## config.mk

```make
export PLATFORM = sky130hd
export DESIGN_NAME = color_lookup_arbiter
export DESIGN_NICKNAME = d
export VERILOG_FILES = /design/src/rtl/color_lookup_arbiter.sv
export SDC_FILE = /design/constraint.sdc
export NUM_CORES = 1
export LEC_CHECK = 0
export CAP_MARGIN = 25
export CORE_MARGIN = 2
export CORE_UTILIZATION = 37
export DETAILED_ROUTE_END_ITERATION = 10
export HOLD_SLACK_MARGIN = 0.1
export PLACE_DENSITY = 0.78
export SETUP_SLACK_MARGIN = 0.05
export SYNTH_ARGS = -nofsm -noshare
export SYNTH_HDL_FRONTEND = slang
export SYNTH_SLANG_ARGS = --single-unit
```

## constraint.sdc

```tcl
create_clock -name clk -period 3.56 [get_ports clk]
set_input_delay 1.068 -clock clk [delete_from_list [all_inputs] [get_ports clk]]
set_output_delay 1.068 -clock clk [all_outputs]
set_load 0.03 [all_outputs]
```

## src/rtl/color_lookup_arbiter.sv

```systemverilog
// color_lookup_arbiter
//
// Shares one combinational iteration-to-RGB palette among NUM_ENG Mandelbrot
// iteration engines. A round-robin arbiter grants one finished pixel per
// cycle into stage A. Stage A registers the pixel and drives the palette index,
// with the colour-cycling offset already added. Stage B captures the returned
// palette colour, forces in-set pixels to black, and presents {addr, rgb} to
// the framebuffer writer.
//
// Ports:
//   clk, rst_n              clock, synchronous active-low reset
//   eng_valid / eng_ready   per-engine request / one-hot grant
//   eng_iter, eng_inset,    per-engine iteration count, in-set flag and pixel
//   eng_addr                address, packed engine-major
//   cycle_en, frame_tick    palette rotation enable and frame-start pulse
//   pal_index               registered palette lookup index
//   pal_red/green/blue      combinational palette return for pal_index
//   fb_valid/fb_ready       output handshake
//   fb_addr, fb_rgb         output pixel address and {red, green, blue}
//   cur_offset              current rotation offset (status)
module color_lookup_arbiter #(
    parameter int unsigned NUM_ENG = 4,
    parameter int unsigned ADDR_W  = 19,
    parameter int unsigned ITER_W  = 5
) (
    input  logic                       clk,
    input  logic                       rst_n,
    input  logic [NUM_ENG-1:0]         eng_valid,
    output logic [NUM_ENG-1:0]         eng_ready,
    input  logic [NUM_ENG*ITER_W-1:0]  eng_iter,
    input  logic [NUM_ENG-1:0]         eng_inset,
    input  logic [NUM_ENG*ADDR_W-1:0]  eng_addr,
    input  logic                       cycle_en,
    input  logic                       frame_tick,
    output logic [ITER_W-1:0]          pal_index,
    input  logic [7:0]                 pal_red,
    input  logic [7:0]                 pal_green,
    input  logic [7:0]                 pal_blue,
    output logic                       fb_valid,
    input  logic                       fb_ready,
    output logic [ADDR_W-1:0]          fb_addr,
    output logic [23:0]                fb_rgb,
    output logic [ITER_W-1:0]          cur_offset
);

    localparam int unsigned PTR_W = (NUM_ENG > 1) ? $clog2(NUM_ENG) : 1;

    // State
    logic [PTR_W-1:0]  rr_q;
    logic              a_valid_q;
    logic [ADDR_W-1:0] a_addr_q;
    logic              a_inset_q;
    logic [ITER_W-1:0] pal_index_q;
    logic [ITER_W-1:0] offset_q;
    logic              fb_valid_q;
    logic [ADDR_W-1:0] fb_addr_q;
    logic [23:0]       fb_rgb_q;

    // Per-engine views of the packed buses
    logic [ITER_W-1:0] iter_arr [NUM_ENG];
    logic [ADDR_W-1:0] addr_arr [NUM_ENG];

    always_comb begin
        for (int i = 0; i < NUM_ENG; i++) begin
            iter_arr[i] = eng_iter[i*ITER_W +: ITER_W];
            addr_arr[i] = eng_addr[i*ADDR_W +: ADDR_W];
        end
    end

    // Pipeline advance
    logic advance_b;
    logic advance_a;

    assign advance_b = !fb_valid_q || fb_ready;
    assign advance_a = !a_valid_q || advance_b;

    // Round-robin scan starting at rr_q
    logic             found;
    logic [PTR_W-1:0] scan_idx;
    logic [PTR_W-1:0] gidx;
    logic             grant;
    logic [PTR_W-1:0] rr_next;

    always_comb begin
        found    = 1'b0;
        scan_idx = '0;
        gidx     = '0;
        for (int k = 0; k < NUM_ENG; k++) begin
            scan_idx = PTR_W'((int'(rr_q) + k) % int'(NUM_ENG));
            if (!found && eng_valid[scan_idx]) begin
                found = 1'b1;
                gidx  = scan_idx;
            end
        end
    end

    // Gating with rst_n keeps the grant silent while reset is held low.
    assign grant   = found && advance_a && rst_n;
    assign rr_next = (gidx == PTR_W'(NUM_ENG - 1)) ? '0 : gidx + 1'b1;

    always_comb begin
        eng_ready = '0;
        if (grant) begin
            eng_ready[gidx] = 1'b1;
        end
    end

    // Stage A, pointer and palette index. pal_index only moves on a grant so
    // the palette return stays aligned with the pixel held in stage A.
    always_ff @(posedge clk) begin
        if (!rst_n) begin
            rr_q        <= '0;
            a_valid_q   <= 1'b0;
            a_addr_q    <= '0;
            a_inset_q   <= 1'b0;
            pal_index_q <= '0;
        end else if (advance_a) begin
            a_valid_q <= grant;
            if (grant) begin
                rr_q        <= rr_next;
                a_addr_q    <= addr_arr[gidx];
                a_inset_q   <= eng_inset[gidx];
                pal_index_q <= iter_arr[gidx] + offset_q;
            end
        end
    end

    // Rotation offset; a grant in the same cycle already used the old value.
    always_ff @(posedge clk) begin
        if (!rst_n) begin
            offset_q <= '0;
        end else if (frame_tick) begin
            offset_q <= cycle_en ? offset_q + 1'b1 : '0;
        end
    end

    // Stage B
    always_ff @(posedge clk) begin
        if (!rst_n) begin
            fb_valid_q <= 1'b0;
            fb_addr_q  <= '0;
            fb_rgb_q   <= '0;
        end else if (advance_b) begin
            fb_valid_q <= a_valid_q;
            fb_addr_q  <= a_addr_q;
            fb_rgb_q   <= a_inset_q ? 24'h000000 : {pal_red, pal_green, pal_blue};
        end
    end

    assign pal_index  = pal_index_q;
    assign cur_offset = offset_q;
    assign fb_valid   = fb_valid_q;
    assign fb_addr    = fb_addr_q;
    assign fb_rgb     = fb_rgb_q;

endmodule

```

# Word-level counts from Yosys, hierarchy flattened
# Index checks and enable logic that the tools add are counted.
# totals
output_inout_bits	58
register_bits	77
input_bits	133
elab_cells	68
# op_classes
n_reduce_logical	14
eq_ne	1
n_mux	30
add_sub_neg	6
n_bitwise	1
magnitude_cmp	7
# ops
operator	count
binary-select mux 19 bit (select 2 bit)	1
2-to-1 mux 19 bit	2
2-to-1 mux 24 bit	1
< comparator 2 x 3 -> 1 bit, second input constant	5
2-to-1 mux 5 bit	3
binary-select mux 1 bit (select 2 bit)	5
binary-select mux 5 bit (select 2 bit)	1
2-to-1 mux 1 bit	10
2-to-1 mux 2 bit	5
logical AND 1 bit	6
adder 5 x 1 -> 5 bit, second input constant	1
adder 5 bit	1
logical NOT 1 bit	5
adder 2 x 1 -> 2 bit, second input constant	2
adder 2 bit, second input constant	2
2-to-1 mux 4 bit	1
>= comparator 3 bit, second input constant	1
inverter 2 -> 3 bit	1
demux 1 bit (select 2 bit)	1
== test 2 bit, second input constant	1
>= comparator 2 x 1 -> 1 bit, second input constant	1
logical OR 1 bit	2
AND reduction 2 bit	1

# Depth between registers and ports, before layout
# logic_depth
word_depth	17
depth_mapped	16
ltp_nobuf	14

# Least setup slack after synthesis
# Ideal clock, no wire load.
# synth_timing
kind	input to register
from	in eng_valid[2]
to	reg pal_index_q[4], in the netlist pal_index[4]
stages	16
arrival_time_ns	3.369
path_buffers	2
setup_time_ns	0.132
required_ns	3.428
setup_slack_ns	0.059
path_cell_list	nor2b_1 > a21boi_1 > o32a_1 > buf_6 > clkinv_4 > buf_4 > nand2_1 > and3_1 > a31oi_1 > ha_1 > fa_1 > a21o_1 > a21oi_1 > xnor2_1 > xnor2_1 > o21ai_0
# synth_between
elab_chain_len	17
word_cells_on_any_way	30
classes_between	1 x add/sub; 19 x mux; 1 x bitwise; 9 x reduce/logical
# synth_rtl
item	line_no	source
from (decl)	28	input logic [NUM_ENG-1:0] eng_valid,
binary-select mux 1 bit (select 2 bit)	90	if (!found && eng_valid[scan_idx]) begin
2-to-1 mux 1 bit (implied by the code)	90	
2-to-1 mux 1 bit	90	
logical NOT 1 bit	90	
logical AND 1 bit	90	
2-to-1 mux 1 bit	90	
logical NOT 1 bit	90	
logical AND 1 bit	90	
2-to-1 mux 1 bit	90	
logical NOT 1 bit	90	
logical AND 1 bit	90	
2-to-1 mux 2 bit	90	
inverter 2 -> 3 bit (implied by the code)	123	pal_index_q <= iter_arr[gidx] + offset_q;
binary-select mux 5 bit (select 2 bit)	123	
2-to-1 mux 5 bit (implied by the code) (2 in a row)	123	
adder 5 bit	123	
to (signal assigned)	123	
to (decl)	53	logic [ITER_W-1:0] pal_index_q;
# Parallel ways exist; a longest one is shown, timed or not. The select of a mux whose other input is x is not followed.
# A chain may end at the register's enable or synchronous reset.

# Final worst setup path
# layout_timing
from	in eng_valid[3]
to	out eng_ready[1]
# layout_between
elab_chain_len	17
word_cells_on_any_way	30
classes_between	2 x order compare; 19 x mux; 9 x reduce/logical
# layout_rtl
item	line_no	source
binary-select mux 1 bit (select 2 bit)	90	
2-to-1 mux 1 bit (implied by the code)	90	
2-to-1 mux 1 bit	90	
logical NOT 1 bit	90	
logical AND 1 bit	90	
2-to-1 mux 1 bit	90	
logical NOT 1 bit	90	
logical AND 1 bit	90	
2-to-1 mux 1 bit	90	
logical NOT 1 bit	90	
logical AND 1 bit	90	
2-to-1 mux 2 bit	90	
< comparator 2 x 3 -> 1 bit (implied by the code) / >= comparator 2 x 1 -> 1 bit (equally long branches)	104	eng_ready[gidx] = 1'b1;
logical AND 1 bit (implied by the code)	104	
2-to-1 mux 1 bit (implied by the code)	104	
demux 1 bit (select 2 bit)	104	
2-to-1 mux 4 bit (*)	103	if (grant) begin
to (decl)	29	output logic [NUM_ENG-1:0] eng_ready,
# Every way passes the cells marked *; elsewhere a longest branch is shown, timed or not. The select of a mux whose other input is x is not followed.

==> results.json <==
{
  "dp.cells": 845,
  "routed_via_density": 4.897,
  "cts_root_buf": "clkbuf_8",
  "grt_max_degree": 75,
  "setup_slack_ns": 0.07784,
  "synth_top_area_cell": "dfxtp_1",
  "synth_cells": 540,
  "period_minus_slack_ns": 3.482,
  "cp_max_fo": 4,
  "firstDrtPassIters": 4,
  "hpwl_um": 8887,
  "syn_to_final_growth_pct": 60.89,
  "synth_area_um2": 3976,
  "cap_violations": 0,
  "synth-seq-cells": 77,
  "ys_seq_area_share_pct": 38.77,
  "detail-route-antenna-nets": 0,
  "rsz0062_at_grt": "false",
  "slew_violations": 0,
  "maxSlewHeadroom_pct": 56.88,
  "fillers": 906,
  "cp_cell_sequence": "dlygate4sd2_1 > buf_4 > o22ai_2 > a21oi_4 > buf_6 > ha_1 > and2_4 > buf_6",
  "syn_area_per_cell_um2": 7.364,
  "layout-drive-gt1-share_pct": 9.836,
  "routabilityCongestion": 0.8566,
  "cts_max_level": 3,
  "insertion_delay_ns": 0.34,
  "p_per_area_nw_per_um2": 564.0,
  "fin_worst_skew_ns": 0.007111,
  "numPortBuffers": 190,
  "die_h_um": 107.7,
  "numClockSinks": 77,
  "rrSetupSlack_ns": 0.71,
  "num-nets-final": 870,
  "vias": 4251,
  "cts_hold_buf": 0,
  "postRouteWirelength_um": 12020,
  "syn-num-nets": 683,
  "grt_pass1_vias": 3951,
  "fin_area_um2": 6397,
  "fmax_mhz": 287.2,
  "p_total_mw": 3.608,
  "yosysUniqueCellTypes": 37,
  "tightest_slew_ns": 0.6459,
  "clk_path_buf_depth": 2,
  "synthTopCellsByArea": "dfxtp_1, nand2_1, a21boi_0",
  "antenna_cells": 0,
  "hold_path.class": "flip-flop to flip-flop",
  "io_pins": 191,
  "cp.required_ns": 2.49,
  "die_x_um": 107.7,
  "grt_usage_pct": 20.24,
  "final_common_cell": "nand2_1",
  "p_leak_nw": 2.603,
  "layout_common_cells": "nand2_1, clkdlybuf4s50_1, dfxtp_1, nand3_1, a21boi_0",
  "drt_iter0_markers": 275,
  "status": "complete, no violations",
  "avgRoutedWirePerCell_um": 13.85,
  "cp-end-kind": "output pin",
  "drc_errors": 0,
  "pre_cts_ws_ns": -0.5205,
  "setup_viol": 0,
  "numCtsBuffers": 9,
  "post-route-period-util_pct": 97.81,
  "die_area_um2": 11590,
  "yosysWarnings": 0,
  "cts_tree": "done",
  "hold_viol_final": 0,
  "stdcell_count": 868,
  "slowest_stage": "dlygate4sd2_1",
  "cts.clk_slew.worst_paths_ns": 0.07,
  "ir_drop_v": 0.0002551,
  "grt-ovfl-total": 0,
  "placedInstanceArea_um2": 6030,
  "rows": 37,
  "cp_common_cell": "buf_6",
  "crit_type": "input port to output pin",
  "startpoint_type": "input port",
  "grt_first_pass_wirelength_um": 18620,
  "core_area_um2": 10370,
  "antenna_found_initial": 0,
  "start_util_pct": 38.34,
  "synth.top_cell.area_share_pct": 38.77,
  "max_stage_delay_ns": 0.27,
  "arrival_ns": 2.41
}
[critical path, delay by kind of cell]
kind	cells	cell delay (ns)
buffers and inverters	4	0.70
adder cells (fa/ha/maj)	1	0.20
AO/OA/AOI/OAI	2	0.29
AND/OR/NAND/NOR	1	0.15
[path summary, 6_finish.rpt]
path                      from            to  cells after the start
hold reg to reg   a_addr_q[18]  a_addr_q[18]                      2
setup reg to reg       rr_q[1]  pal_index[4]                     13
hold / removal    a_addr_q[18]  a_addr_q[18]                      2
setup / recovery  eng_valid[3]  eng_ready[1]                      8
[cells in the mapped netlist, drive strengths merged]
| library cell | count |
|---|---|
| xnor2 | 4 |
| o32a | 1 |
| clkinv | 1 |
| nor2b | 4 |
| a221oi | 1 |
| a21o | 2 |
| o221a | 1 |
| dfxtp | 77 |
| nor2 | 9 |
| o311a | 1 |
| nand2b | 1 |
| fa | 1 |
| ha | 9 |
| mux2i | 4 |
| or4 | 1 |
| nand3b | 24 |
| nand4 | 2 |
| a21oi | 5 |
| a31oi | 4 |
| xor2 | 4 |
| and2 | 4 |
| a21boi | 44 |
| o21a | 1 |
| inv | 5 |
| clkbuf | 22 |
| o22ai | 2 |
| buf | 21 |
| nand2 | 186 |
| nand3 | 48 |
| and3 | 5 |
| o21ai | 46 |
[repair_timing]
item / 4_1_cts / 5_1_grt
buffers inserted: 7 / 0
pin swaps: 4 / 3
resized for setup: 24 / 10
setup endpoints to repair: 6 / 6
[area by class of cell]
class                      count  area (µm²)  area share, %
multi-input combinational    414        2273          35.54
timing repair buffer         219        2140          33.44
sequential                    77        1541          24.10
tap                          136       170.2          2.660
clock buffer                   9       123.9          1.936
clock inverter                 7       121.4          1.897
inverter                       6       27.53         0.4303
[cell families after synthesis]
group	Yosys count	synth area share [%]
multiplexers	4	1.007
adder cells (fa/ha/maj)	10	3.336
XOR/XNOR	8	1.762
AO/OA/AOI/OAI	108	17.24
buffers and inverters	49	6.199
AND/OR/NAND/NOR	284	31.69
flip-flops	77	38.77
[state kept, by name (all words and copies together), names as in the netlist]
signal	cells
rr_q	2
fb_valid	1
fb_rgb	24
a_valid_q	1
a_inset_q	1
pal_index	5
a_addr_q	19
fb_addr	19
cur_offset	5
[routing by layer]
metal  routed length, µm  track usage [%]  vias up
met5                   0                0        -
met4                 313            8.333        0
met3                 900            4.540       28
met2                5335            31.49      192
met1                5473            27.02     1858
li1                    -                -     2173
[where the power goes]
part	internal, mW	total, mW	switching [mW]	leakage (nW)
clock network	0.470	0.795	0.324	0.124
registers	1.05	1.20	0.145	0.637
logic	0.760	1.61	0.854	1.84
[through the flow]
| step | TNS (ns) | hold slack [ns] | util [%] |
|---|---|---|---|
| 2_1_floorplan | 0 | 0.4382 | - |
| 3_3_place_gp | -1.655 | 0.4445 | 58.14 |
| 3_5_place_dp | -2.307 | 0.4502 | 58.14 |
| 4_1_cts | 0 | 0.4621 | 61.64 |
| 5_1_grt | 0 | 0.4843 | 61.69 |
| 6_report | 0 | 0.4615 | 61.69 |
No activity file was read; power rests on OpenSTA's default activity.
